<file path="src/rtl/mat_mult_sched.sv">
// Round-robin scheduler sharing one mat_mult datapath between two requesters.
// Optional RUN watchdog compiled in with `define MAT_SCHED_TIMEOUT_EN.
module mat_mult_sched #(
    parameter int N_ROWS         = 2,
    parameter int N_COLUMNS      = 2,
    parameter int TIMEOUT_CYCLES = 64
) (
    input  logic       clk,
    input  logic       reset,
    input  logic [1:0] req_valid,
    output logic [1:0] req_ready,
    input  int         req_mat1   [0:1][0:N_ROWS-1][0:N_COLUMNS-1],
    input  int         req_mat2   [0:1][0:N_ROWS-1][0:N_COLUMNS-1],
    output logic       rsp_valid,
    input  logic       rsp_ready,
    output logic       rsp_id,
    output logic       rsp_error,
    output int         rsp_mat    [0:N_ROWS-1][0:N_COLUMNS-1],
    output logic       mm_reset,
    output logic       mm_enable,
    output int         mm_mat1    [0:N_ROWS-1][0:N_COLUMNS-1],
    output int         mm_mat2    [0:N_ROWS-1][0:N_COLUMNS-1],
    input  logic       mm_done,
    input  int         mm_mat_out [0:N_ROWS-1][0:N_COLUMNS-1]
);

    typedef enum logic [1:0] {
        S_IDLE,
        S_CLEAR,
        S_RUN,
        S_RESP
    } state_t;

`ifdef MAT_SCHED_TIMEOUT_EN
    localparam int CW = $clog2(TIMEOUT_CYCLES) + 1;
    localparam logic [CW-1:0] CNT_MAX = CW'(TIMEOUT_CYCLES);
    localparam logic [CW-1:0] CNT_TO  = CW'(TIMEOUT_CYCLES - 1);
`else
    // Without the watchdog only "past the first RUN cycle" matters.
    localparam int CW = (TIMEOUT_CYCLES > 0) ? 1 : 1;
    localparam logic [CW-1:0] CNT_MAX = CW'(1);
`endif

    state_t        r_state;
    logic          r_last;
    logic          r_id;
    logic [CW-1:0] r_run_cnt;
    int            r_mat1    [0:N_ROWS-1][0:N_COLUMNS-1];
    int            r_mat2    [0:N_ROWS-1][0:N_COLUMNS-1];
    int            r_rsp_mat [0:N_ROWS-1][0:N_COLUMNS-1];
`ifdef MAT_SCHED_TIMEOUT_EN
    logic          r_rsp_error;
`endif

    logic w_winner;
    logic w_accept;

    always_comb begin
        w_winner = (req_valid == 2'b11) ? ~r_last : req_valid[1];
        w_accept = (r_state == S_IDLE) && !reset && (req_valid != 2'b00);
        req_ready = 2'b00;
        if (w_accept) req_ready = w_winner ? 2'b10 : 2'b01;
    end

    assign rsp_valid = (r_state == S_RESP);
    assign rsp_id    = r_id;
    assign rsp_mat   = r_rsp_mat;
    assign mm_reset  = reset | (r_state == S_CLEAR);
    assign mm_enable = (r_state == S_RUN);
    assign mm_mat1   = r_mat1;
    assign mm_mat2   = r_mat2;
`ifdef MAT_SCHED_TIMEOUT_EN
    assign rsp_error = r_rsp_error;
`else
    assign rsp_error = 1'b0;
`endif

    always_ff @(posedge clk or posedge reset) begin
        if (reset) begin
            r_state   <= S_IDLE;
            r_last    <= 1'b1;
            r_id      <= 1'b0;
            r_run_cnt <= '0;
            r_mat1    <= '{default: 0};
            r_mat2    <= '{default: 0};
            r_rsp_mat <= '{default: 0};
`ifdef MAT_SCHED_TIMEOUT_EN
            r_rsp_error <= 1'b0;
`endif
        end else begin
            unique case (r_state)
                S_IDLE: begin
                    if (w_accept) begin
                        r_mat1  <= req_mat1[w_winner];
                        r_mat2  <= req_mat2[w_winner];
                        r_id    <= w_winner;
                        r_last  <= w_winner;
                        r_state <= S_CLEAR;
                    end
                end
                S_CLEAR: begin
                    r_run_cnt <= '0;
                    r_state   <= S_RUN;
                end
                S_RUN: begin
                    // The done flag on the first RUN cycle is left over from the last job.
                    if ((r_run_cnt != '0) && mm_done) begin
                        r_rsp_mat <= mm_mat_out;
`ifdef MAT_SCHED_TIMEOUT_EN
                        r_rsp_error <= 1'b0;
`endif
                        r_state   <= S_RESP;
                    end
`ifdef MAT_SCHED_TIMEOUT_EN
                    else if (r_run_cnt == CNT_TO) begin
                        r_rsp_mat   <= '{default: 0};
                        r_rsp_error <= 1'b1;
                        r_state     <= S_RESP;
                    end
`endif
                    if (r_run_cnt != CNT_MAX) r_run_cnt <= r_run_cnt + CW'(1);
                end
                S_RESP: begin
                    if (rsp_ready) r_state <= S_IDLE;
                end
                default: r_state <= S_IDLE;
            endcase
        end
    end

endmodule

</file>
<file path="config.mk">
export PLATFORM = sky130hd
export DESIGN_NAME = mat_mult_sched
export DESIGN_NICKNAME = d
export VERILOG_FILES = /design/src/rtl/mat_mult_sched.sv
export SDC_FILE = /design/constraint.sdc
export NUM_CORES = 1
export LEC_CHECK = 0
export ABC_CLOCK_PERIOD_IN_PS = 16200
export BUFFER_PORTS_ARGS = -buffer_cell sky130_fd_sc_hd__buf_2
export CAP_MARGIN = 10
export CORE_AREA = 2 2 406 408
export DETAILED_ROUTE_END_ITERATION = 8
export DIE_AREA = 0 0 408 410
export GPL_TIMING_DRIVEN = 0
export PLACE_DENSITY_LB_ADDON = 0.12
export RECOVER_POWER = 50
export SYNTH_ARGS = -nofsm -noshare
export SYNTH_HDL_FRONTEND = slang
export SYNTH_SLANG_ARGS = --single-unit
</file>
<file path="constraint.sdc">
create_clock -name clk -period 16.2 [get_ports clk]
set_clock_uncertainty 0.1 [all_clocks]
set_input_delay 0.81 -clock clk [delete_from_list [all_inputs] [get_ports clk]]
set_output_delay 0.81 -clock clk [all_outputs]
set_load 0.05 [all_outputs]
</file>
==> results of run 1 <==
## area by class of cell
| class | instances | area, sq um | share of cell area, % |
|---|---|---|---|
| timing repair buffer | 1039 | 4985 | 19.73 |
| clock inverter | 21 | 306.5 | 1.214 |
| buffer | 101 | 656.9 | 2.600 |
| multi-input combinational | 405 | 4169 | 16.50 |
| tap | 2189 | 2739 | 10.84 |
| inverter | 259 | 973.4 | 3.854 |
| clock buffer | 84 | 1668 | 6.603 |
| antenna | 11 | 27.53 | 0.1090 |
| sequential | 389 | 9736 | 38.54 |
## cells by family (layout without fill, tap and decap cells)
kind of cell / Yosys count / in the layout / share of synthesized area, %
AO/OA/AOI/OAI: 261 / 261 / 16.76
multiplexers: 130 / 130 / 9.416
flip-flops: 389 / 389 / 62.62
adder cells (fa/ha/maj): 4 / 4 / 0.3219
other: 1 / 12 / 0.02412
AND/OR/NAND/NOR: 9 / 9 / 0.3702
buffers and inverters: 360 / 1504 / 10.49
## path summary, 6_finish.rpt
check / endpoint / slack [ps] / cells past startpoint
max: rsp_mat[44]$_DFFE_PP0P_ / 11950 / 4
min: mm_mat2[2]$_DFFE_PP0P_ / 270 / 3
max reg2reg: mm_mat1[95]$_DFFE_PP0P_ / 13060 / 8
min reg2reg: rsp_id$_DFFE_PP0P_ / 380 / 1
max in group clk: req_ready[1] / 12190 / 8
min in group asynchronous: r_state[1]$_DFFE_PP0P_ / 1620 / 2
## sequential cells by signal (all words and copies together), names as in the netlist
register / flops
mm_mat2: 128
r_run_cnt: 1
r_last: 1
r_state: 2
rsp_mat: 128
rsp_id: 1
mm_mat1: 128
## routing by layer
layer	vias to the layer above	GRT usage [%]	part of all wire, %	wire (um)
met5	-	0	0.18	172
met2	721	19.92	51	50010
met3	140	3.360	7.5	7297
met1	7593	12.48	38	37460
met4	26	3.167	2.5	2389
li1	6571	-	-	-
## layout by cell type (no fill, tap or decap)
cell,n
sky130_fd_sc_hd__clkbuf_1,260
sky130_fd_sc_hd__clkbuf_8,14
sky130_fd_sc_hd__clkbuf_16,57
sky130_fd_sc_hd__buf_8,1
sky130_fd_sc_hd__conb_1,1
sky130_fd_sc_hd__or2_2,1
sky130_fd_sc_hd__mux2_2,130
sky130_fd_sc_hd__bufinv_16,6
sky130_fd_sc_hd__diode_2,11
sky130_fd_sc_hd__inv_6,1
sky130_fd_sc_hd__nor2b_1,2
sky130_fd_sc_hd__nand2b_1,1
sky130_fd_sc_hd__inv_16,3
sky130_fd_sc_hd__a222oi_1,256
sky130_fd_sc_hd__o32a_1,1
sky130_fd_sc_hd__o21ai_0,1
sky130_fd_sc_hd__nand2_1,2
sky130_fd_sc_hd__clkinv_2,10
sky130_fd_sc_hd__a221oi_1,1
sky130_fd_sc_hd__buf_4,2
sky130_fd_sc_hd__buf_16,3
sky130_fd_sc_hd__clkinvlp_4,1
sky130_fd_sc_hd__buf_2,861
sky130_fd_sc_hd__nand3_1,1
sky130_fd_sc_hd__ha_1,4
sky130_fd_sc_hd__and3_1,2
sky130_fd_sc_hd__a21o_1,2
sky130_fd_sc_hd__inv_1,258
sky130_fd_sc_hd__dfstp_2,1
sky130_fd_sc_hd__dfrtp_1,388
sky130_fd_sc_hd__buf_6,26
sky130_fd_sc_hd__clkinvlp_2,1
## report_power, final
part	switching, W	internal (W)	leakage [nW]	total (W)
registers	0.000273	0.00143	4.83	0.00170
logic	0.00243	0.000751	6.99	0.00318
clock network	0.000531	0.000809	0.976	0.00134
## through the flow
step	utilization, %	hold WS [ps]	cells	setup slack, ps	total power [W]
detailed placement	14.42	364.4	4382	12620	0.005018
floorplan	-	398.1	1154	4479	0.003965
CTS	15.62	186.0	4487	12120	0.006410
global route	15.44	218.3	4493	11280	0.006531
global placement	14.35	359.1	4378	-3499	0.005049
finish	15.45	269.9	4498	11950	0.006222
## worst register-to-register path: cells and delay by family (launching register included)
kind,cells,cell delay [ps]
fa+ha+maj,1,200
compound gates,2,960
buf+inv,4,1130
simple gates,1,210
flops,1,420
==> summary by stage, run 1 <==
Finish
The layout cell share with drive strength beyond 1 is 48.65%. The area growth from synthesis to layout is 62.47%. The finished cells cover 25260 sq um. The filler cell count is 18678. The final layout contains between 2000 and 3000 nets.

Timing
Setup total negative slack on the finished layout was measured at 0 ps. The timing-limited maximum frequency is 235.2 MHz. The number of setup violations in the final report is 0. Setup repair after global routing left no endpoint under its margin. The routed design could run at a clock period as short as 4253 ps. The final count of pins violating max slew is 91. The transition time of the tightest slew-check pin is 4929 ps. Dividing the final minimum period by the clock period gives 26.25%. The final-report hold violation count was 0. The worst slew margin relative to its limit is -230.4%.

Place
The count of buffers added on input and output ports is between 1000 and 1500. Routability-driven placement finished with a final weighted congestion of 0.8495. The HPWL reported at the end of detailed placement is ~80000 um. After detailed placement, the total cell area comes to 23570 sq um.

Floorplan
The die boundary height is 410 um. The region available for standard cell placement spans 163500 sq um. The starting density of the core is 9.509%. The number of placement rows is ~150. In this run the count of I/O pins placed on the die edge is 1037. The full die area is 167300 sq um.

The x dimension of the die is 408 um.

Clock tree
The CTS tree is done. The TritonCTS sink count is about 390. The later-pin clock latency in the skew report is 640 ps. Buffers inserted to repair hold after CTS numbered 0. The clock buffer count from CTS is 57.

The number of buffers inserted to repair setup after CTS is 0. The post-CTS resize count is 0. Clock-pin slew was measured on the worst setup and hold paths at 60 ps. The tree is rooted in a sky130_fd_sc_hd__clkbuf_16. The number of buffers on the longest clock path is 3.

The H-tree level count is 2.

Global routing
The number of global-route vias before repair is 15736. The initial antenna violation count is 28. The overall fraction of global-route tracks in use is around 11%.

The first global-routing pass estimated 130400 um of wire. The residual overflow from global routing is 0. The pin count of the biggest net entering global routing is 106.

Min path
The class of the most critical hold timing path is primary input to flop. The startpoint of the tightest hold check path is req_mat2[2].

Synthesis
The share of synthesized area in the top cell type comes to approximately 62%. The mean instance size in the synthesized netlist is 13.47 sq um. The post-synthesis net count is 1804. Counting instances in the post-synthesis netlist gives the leading cell types as sky130_fd_sc_hd__dfrtp_1, sky130_fd_sc_hd__inv_1, sky130_fd_sc_hd__a222oi_1. The number of distinct library cells after synthesis is 22.

The synthesized netlist cell count is 1154. The part of the Yosys area used for sequential elements is roughly 63%. The number of synthesized register bits is 389. After synthesis, the cell types taking the most area are sky130_fd_sc_hd__dfrtp_1, sky130_fd_sc_hd__a222oi_1, sky130_fd_sc_hd__mux2_2.

Summed over all instances, the cell type with the most area after synthesis is sky130_fd_sc_hd__dfrtp_1. The area of the mapped netlist is about 16000 sq um. After synthesis, the share of flip-flops with an asynchronous set or reset is between 90% and 100%. The number of enable flip-flop cells after synthesis is 0. The most frequently used cell type in the post-synthesis netlist is sky130_fd_sc_hd__dfrtp_1. In the synthesized netlist the dominant register cell turns out to be sky130_fd_sc_hd__dfrtp_1. Yosys printed 0 warnings.

Setup path
The critical path endpoint category is an asynchronous set/reset pin. The worst-path cell with the longest stage delay is sky130_fd_sc_hd__clkinvlp_2. The launching point of the worst reg2reg path is r_state[0]$_DFFE_PP0P_. The largest single stage delay on the critical path is 2740 ps. The endpoint arrival time on the critical path is approximately 4900 ps. The critical path in this run is classified as primary input to asynchronous set/reset pin. The top cell family by delay on the critical path is buffers and inverters. The signal on the critical path passes through clkbuf_1 > clkinvlp_2 > buf_16 > buf_16. The number of buffers and inverters on the critical path is 4. The category of the worst setup path launch point is a primary input. The launch point of the critical path is reset. The cell type with the highest occurrence count on the critical path is sky130_fd_sc_hd__buf_16. The endpoint required time on the critical path is 16800 ps. In this run the worst path has a maximum fanout of 103.

Detailed routing
The number of vias in the routed layout is 15051. After the first detailed-routing iteration, the DRC count stood at 1500. The total routed wirelength is 97330 um. The number of iterations in the first detailed-routing pass is 9.

The residual antenna-violating net count after detailed routing is 0. Dividing the detail-routed via count by the number of cells gives 3.346. For this run, design rule violations remaining after detail routing come to 1. Dividing the detail-routed wire length by the instance count gives 21.64 um.

Run
The number of maximum-capacitance violations is 1.

Run status
The run finished, with violations left. The checks that failed: DRC, capacitance limit, slew limit.

Power
For this design the ratio of total power to cell area is 246.3 nW/um^2. The analysis attributes to cell leakage a power of 12.80 nW. The worst ir drop on vdd is 0.09959 mV.
Note: power is estimated with default switching activity, not from simulation.
==> inputs of run 2 (changes only) <==
Settings changed: ABC_AREA from default to 1, ABC_CLOCK_PERIOD_IN_PS 16200 to 4100, CORE_AREA 2 2 406 408 to 2 2 398 400, DIE_AREA 0 0 408 410 to 0 0 400 402.
Clock period 16.2 ns to 4.1 ns, I/O delays scaled along.
==> summary by stage, run 2 <==
Run status
The flow ran to the end, but the final reports show violations. The checks that failed: capacitance limit, slew limit.

Setup path
The cell type with the highest occurrence count on the critical path is sky130_fd_sc_hd__buf_2. For the worst setup path, the data arrival time is 3160 ps. The critical path endpoint category is an output port. STA classifies the critical path startpoint as a primary input. The worst setup path is of the primary input to output port kind.

The longest individual stage delay on the worst path is ~600 ps. For flop-to-flop paths, the worst setup slack is roughly 1100 ps. The endpoint required time on the critical path is between 3000 and 4000 ps.

The launching point of the worst reg2reg path is r_last$_DFFE_PP1P_. The end of the worst register-to-register path is mm_mat1[37]$_DFFE_PP0P_. The maximum fanout along the worst path is 155.

Counting cells, the worst reg-to-reg path comes to 10. The slowest stage of the critical path belongs to the cell sky130_fd_sc_hd__dlygate4sd3_1. The signal on the critical path passes through dlygate4sd3_1 > buf_2 > inv_16 > nand2_1 > nor2_4 > buf_2 > nand2_1 > inv_1 > buf_2.

Clock tree
Buffers inserted during clock tree synthesis total 54. The cell at the root of the clock tree is sky130_fd_sc_hd__clkbuf_16. Gates resized during post-CTS repair numbered 0.

The post-cts hold buffer count is 639. The TritonCTS sink count is 389. Clock-pin slew was measured on the worst setup and hold paths at 60 ps.

CTS built an H-tree with a depth of 2. The later-pin clock latency in the skew report is 650 ps. The number of buffers on the longest clock path is 3. The CTS tree is done.

The number of buffers inserted to repair setup after CTS is 0.

Synthesis
Summing the areas of all and, or, nand and nor instances in the mapped netlist gives 35.34% of the synthesized area. After synthesis, the largest family of logic cells by area is simple AND/OR/NAND/NOR gates. Of the total synthesized cell area, the portion taken by XOR and XNOR cells is 0%. The most frequently used cell type in the post-synthesis netlist is sky130_fd_sc_hd__nand2_1. Measured against the total synthesized area, the mux share comes to 0%. The fraction of post-synthesis cell area in the top cell type by area is 53.94%. Sequential cells were found to cover 54.08% of the synthesized design area.

The post-synthesis net count is 3143. After synthesis the cells add up to 18000 sq um. The share of flip-flops with an asynchronous set or reset after synthesis is 100.0%. Yosys printed 0 warnings. Yosys mapped a number of flops with a built-in enable equal to 0. Counting instances in the post-synthesis netlist gives the leading cell types as sky130_fd_sc_hd__nand2_1, sky130_fd_sc_hd__dfrtp_1, sky130_fd_sc_hd__inv_1. In this run, synthesis produced a sequential element count of 389. The synthesized netlist cell count is 2493. The commonest register cell after synthesis is sky130_fd_sc_hd__dfrtp_1.

Ranked by total cell area, the synthesized netlist is headed by sky130_fd_sc_hd__dfrtp_1, sky130_fd_sc_hd__nand2_1, sky130_fd_sc_hd__o21ai_0. The largest area contributor in the netlist is sky130_fd_sc_hd__dfrtp_1. The post-synthesis share of cell area spent on full adders, half adders and majority gates is less than 1%.

The number of distinct library cells after synthesis is 20. The average instance in the mapped netlist occupies between 7 and 8 sq um. The compound-gate portion of the synthesized area is 3.628%.

Floorplan
The initial utilization of the core area, before any placement, comes to 11.46%. The boundary pin count is 1037. The x dimension of the die is roughly 400 um. The standard cell core area is roughly 160000 sq um. The initialized floorplan defines roughly 150 standard-cell rows. The die covers 160800 sq um. The die boundary height is 402 um.

Power
The leakage dissipation is 17.81 nW. IR analysis of the VDD net gives a maximum drop of 0.3687 mV. Power spread over the standard cell area amounts to 730.3 nW/um^2.

Detailed routing
The number of iterations in the first detailed-routing pass is 7. The residual antenna-violating net count after detailed routing is 0. The via density per instance is 3.460. The DRC violations left is 0. The number of vias in the routed layout is around 22000.

For this block, the routed nets add up to 118700 um of wire. For this block, the initial DRC count from the detailed router was 943. Dividing the detail-routed wire length by the instance count gives 18.63 um.

Min path
The class of the most critical hold timing path is primary input to flop. The startpoint of the tightest hold check path is req_mat1[65]. Along the worst hold path, the cell count comes to 5. The capture endpoint of the worst hold path is mm_mat1[65]$_DFFE_PP0P_.

Timing
The final critical path takes up 84.61% of the cycle. The final-report hold violation count is 0. The worst path needs 3469 ps of the cycle, external delays included.

Setup repair after global routing left no endpoint under its margin. The number of setup violations in the final report is 0. The transition time of the tightest slew-check pin is between 2000 and 2500 ps. The timing-limited maximum frequency is slightly below 300 MHz.

Measured against its own limit, the worst slew margin works out to -49.88%. The final count of pins violating max slew was 239.

Finish
For this run, the post-layout net count is 4875. The final cell utilization of the core is between 20% and 30%. Leaving out fill and tap cells, the most frequent cells in the layout are sky130_fd_sc_hd__nand2_1, sky130_fd_sc_hd__buf_2, sky130_fd_sc_hd__dlygate4sd3_1. The layout cell share with drive strength beyond 1 is 20.08%. Relative to the synthesized area, the layout overhead comes to 86.55%. The most common library cell in the layout ignoring fill and taps is sky130_fd_sc_hd__nand2_1. The final cell count without fillers is between 6000 and 7000.

The filler cell count is approximately 18000.

Place
Buffers placed on the I/O ports in this run total roughly 1000. After legalization and detailed placement, the total HPWL measured 94740 um. The placed instance count is 5602.

The final RePlAce weighted congestion is between 0.8 and 0.9.

Global routing
The initial antenna violation count is 39. The number of global-route vias before repair was 23402. The first global-routing pass estimated 164800 um of wire. Global routing finished with a remaining overflow of 0. The pin count of the biggest net entering global routing is 156. For this run, the total global-route usage over all layers was measured as 14.23%.

Run
The tool flagged a number of max-cap violations equal to 2.
-- run 2: cell type report --
cell class              count  area (sq um)  share of cell area (%)
diodes                     30         75.07                  0.2236
clock buffers              79          1595                   4.751
well taps                2072          2592                   7.720
multi-input cells        1825          7069                   21.05
repair buffers           1676         11110                   33.09
clock inverters            20         190.2                  0.5663
inverters                 138         534.3                   1.591
flip-flops and latches    389          9736                   28.99
plain buffers             141         678.2                   2.019
-- run 2: logic make-up after synthesis --
logic type      Yosys count
fa+ha+maj                 4
buf+inv                 279
compound gates          130
simple gates           1690
flops                   389
other cells               1
-- run 2: critical path, delay by kind of cell --
family | cells | cell delay (ps)
buf+inv | 6 | 2020
simple gates | 3 | 890
-- run 2: stage by stage --
step	TNS (ps)	power (W)	hold slack (ps)	setup slack, ps	area [sq um]
3_5_place_dp	0	0.01959	359.5	428.3	25840
3_3_place_gp	-812350	0.01963	354.5	-2980	25780
6_report	0	0.02453	61.47	630.9	33580
4_1_cts	0	0.02551	4.517	303.2	34030
5_1_grt	0	0.02606	64.57	237.2	33530
2_1_floorplan	0	0.01501	250.2	232.7	18010
-- run 2: worst max-delay path by stage --
stage / cells past startpoint / endpoint / slack (ps) / from
final: 9 / req_ready[1] / 630 / reset
after global routing: 9 / req_ready[1] / 240 / reset
after floorplan: 6 / req_ready[0] / 230 / reset
after CTS: 9 / req_ready[1] / 300 / reset
after detailed placement: 8 / mm_mat1[58]$_DFFE_PP0P_ / 430 / reset
after global placement: 8 / mm_mat1[58]$_DFFE_PP0P_ / -2980 / reset
-- run 2: where the power goes --
group | switching (W) | leakage, nW | internal (W)
logic | 0.0104 | 12.0 | 0.00281
clock network | 0.00205 | 0.890 | 0.00277
registers | 0.000937 | 4.91 | 0.00555
total | 0.0134 | 17.8 | 0.0111
-- run 2: routing by layer --
metal / track usage (%) / part of all wire (%) / up-vias / routed length, um
met2: 27.14 / 53 / 610 / 62340
met3: 3.806 / 6.8 / 136 / 8090
met1: 15.54 / 38 / 10330 / 45560
met4: 2.786 / 2.2 / 16 / 2576
li1: - / - / 10949 / -
met5: 0 / 0.099 / - / 117
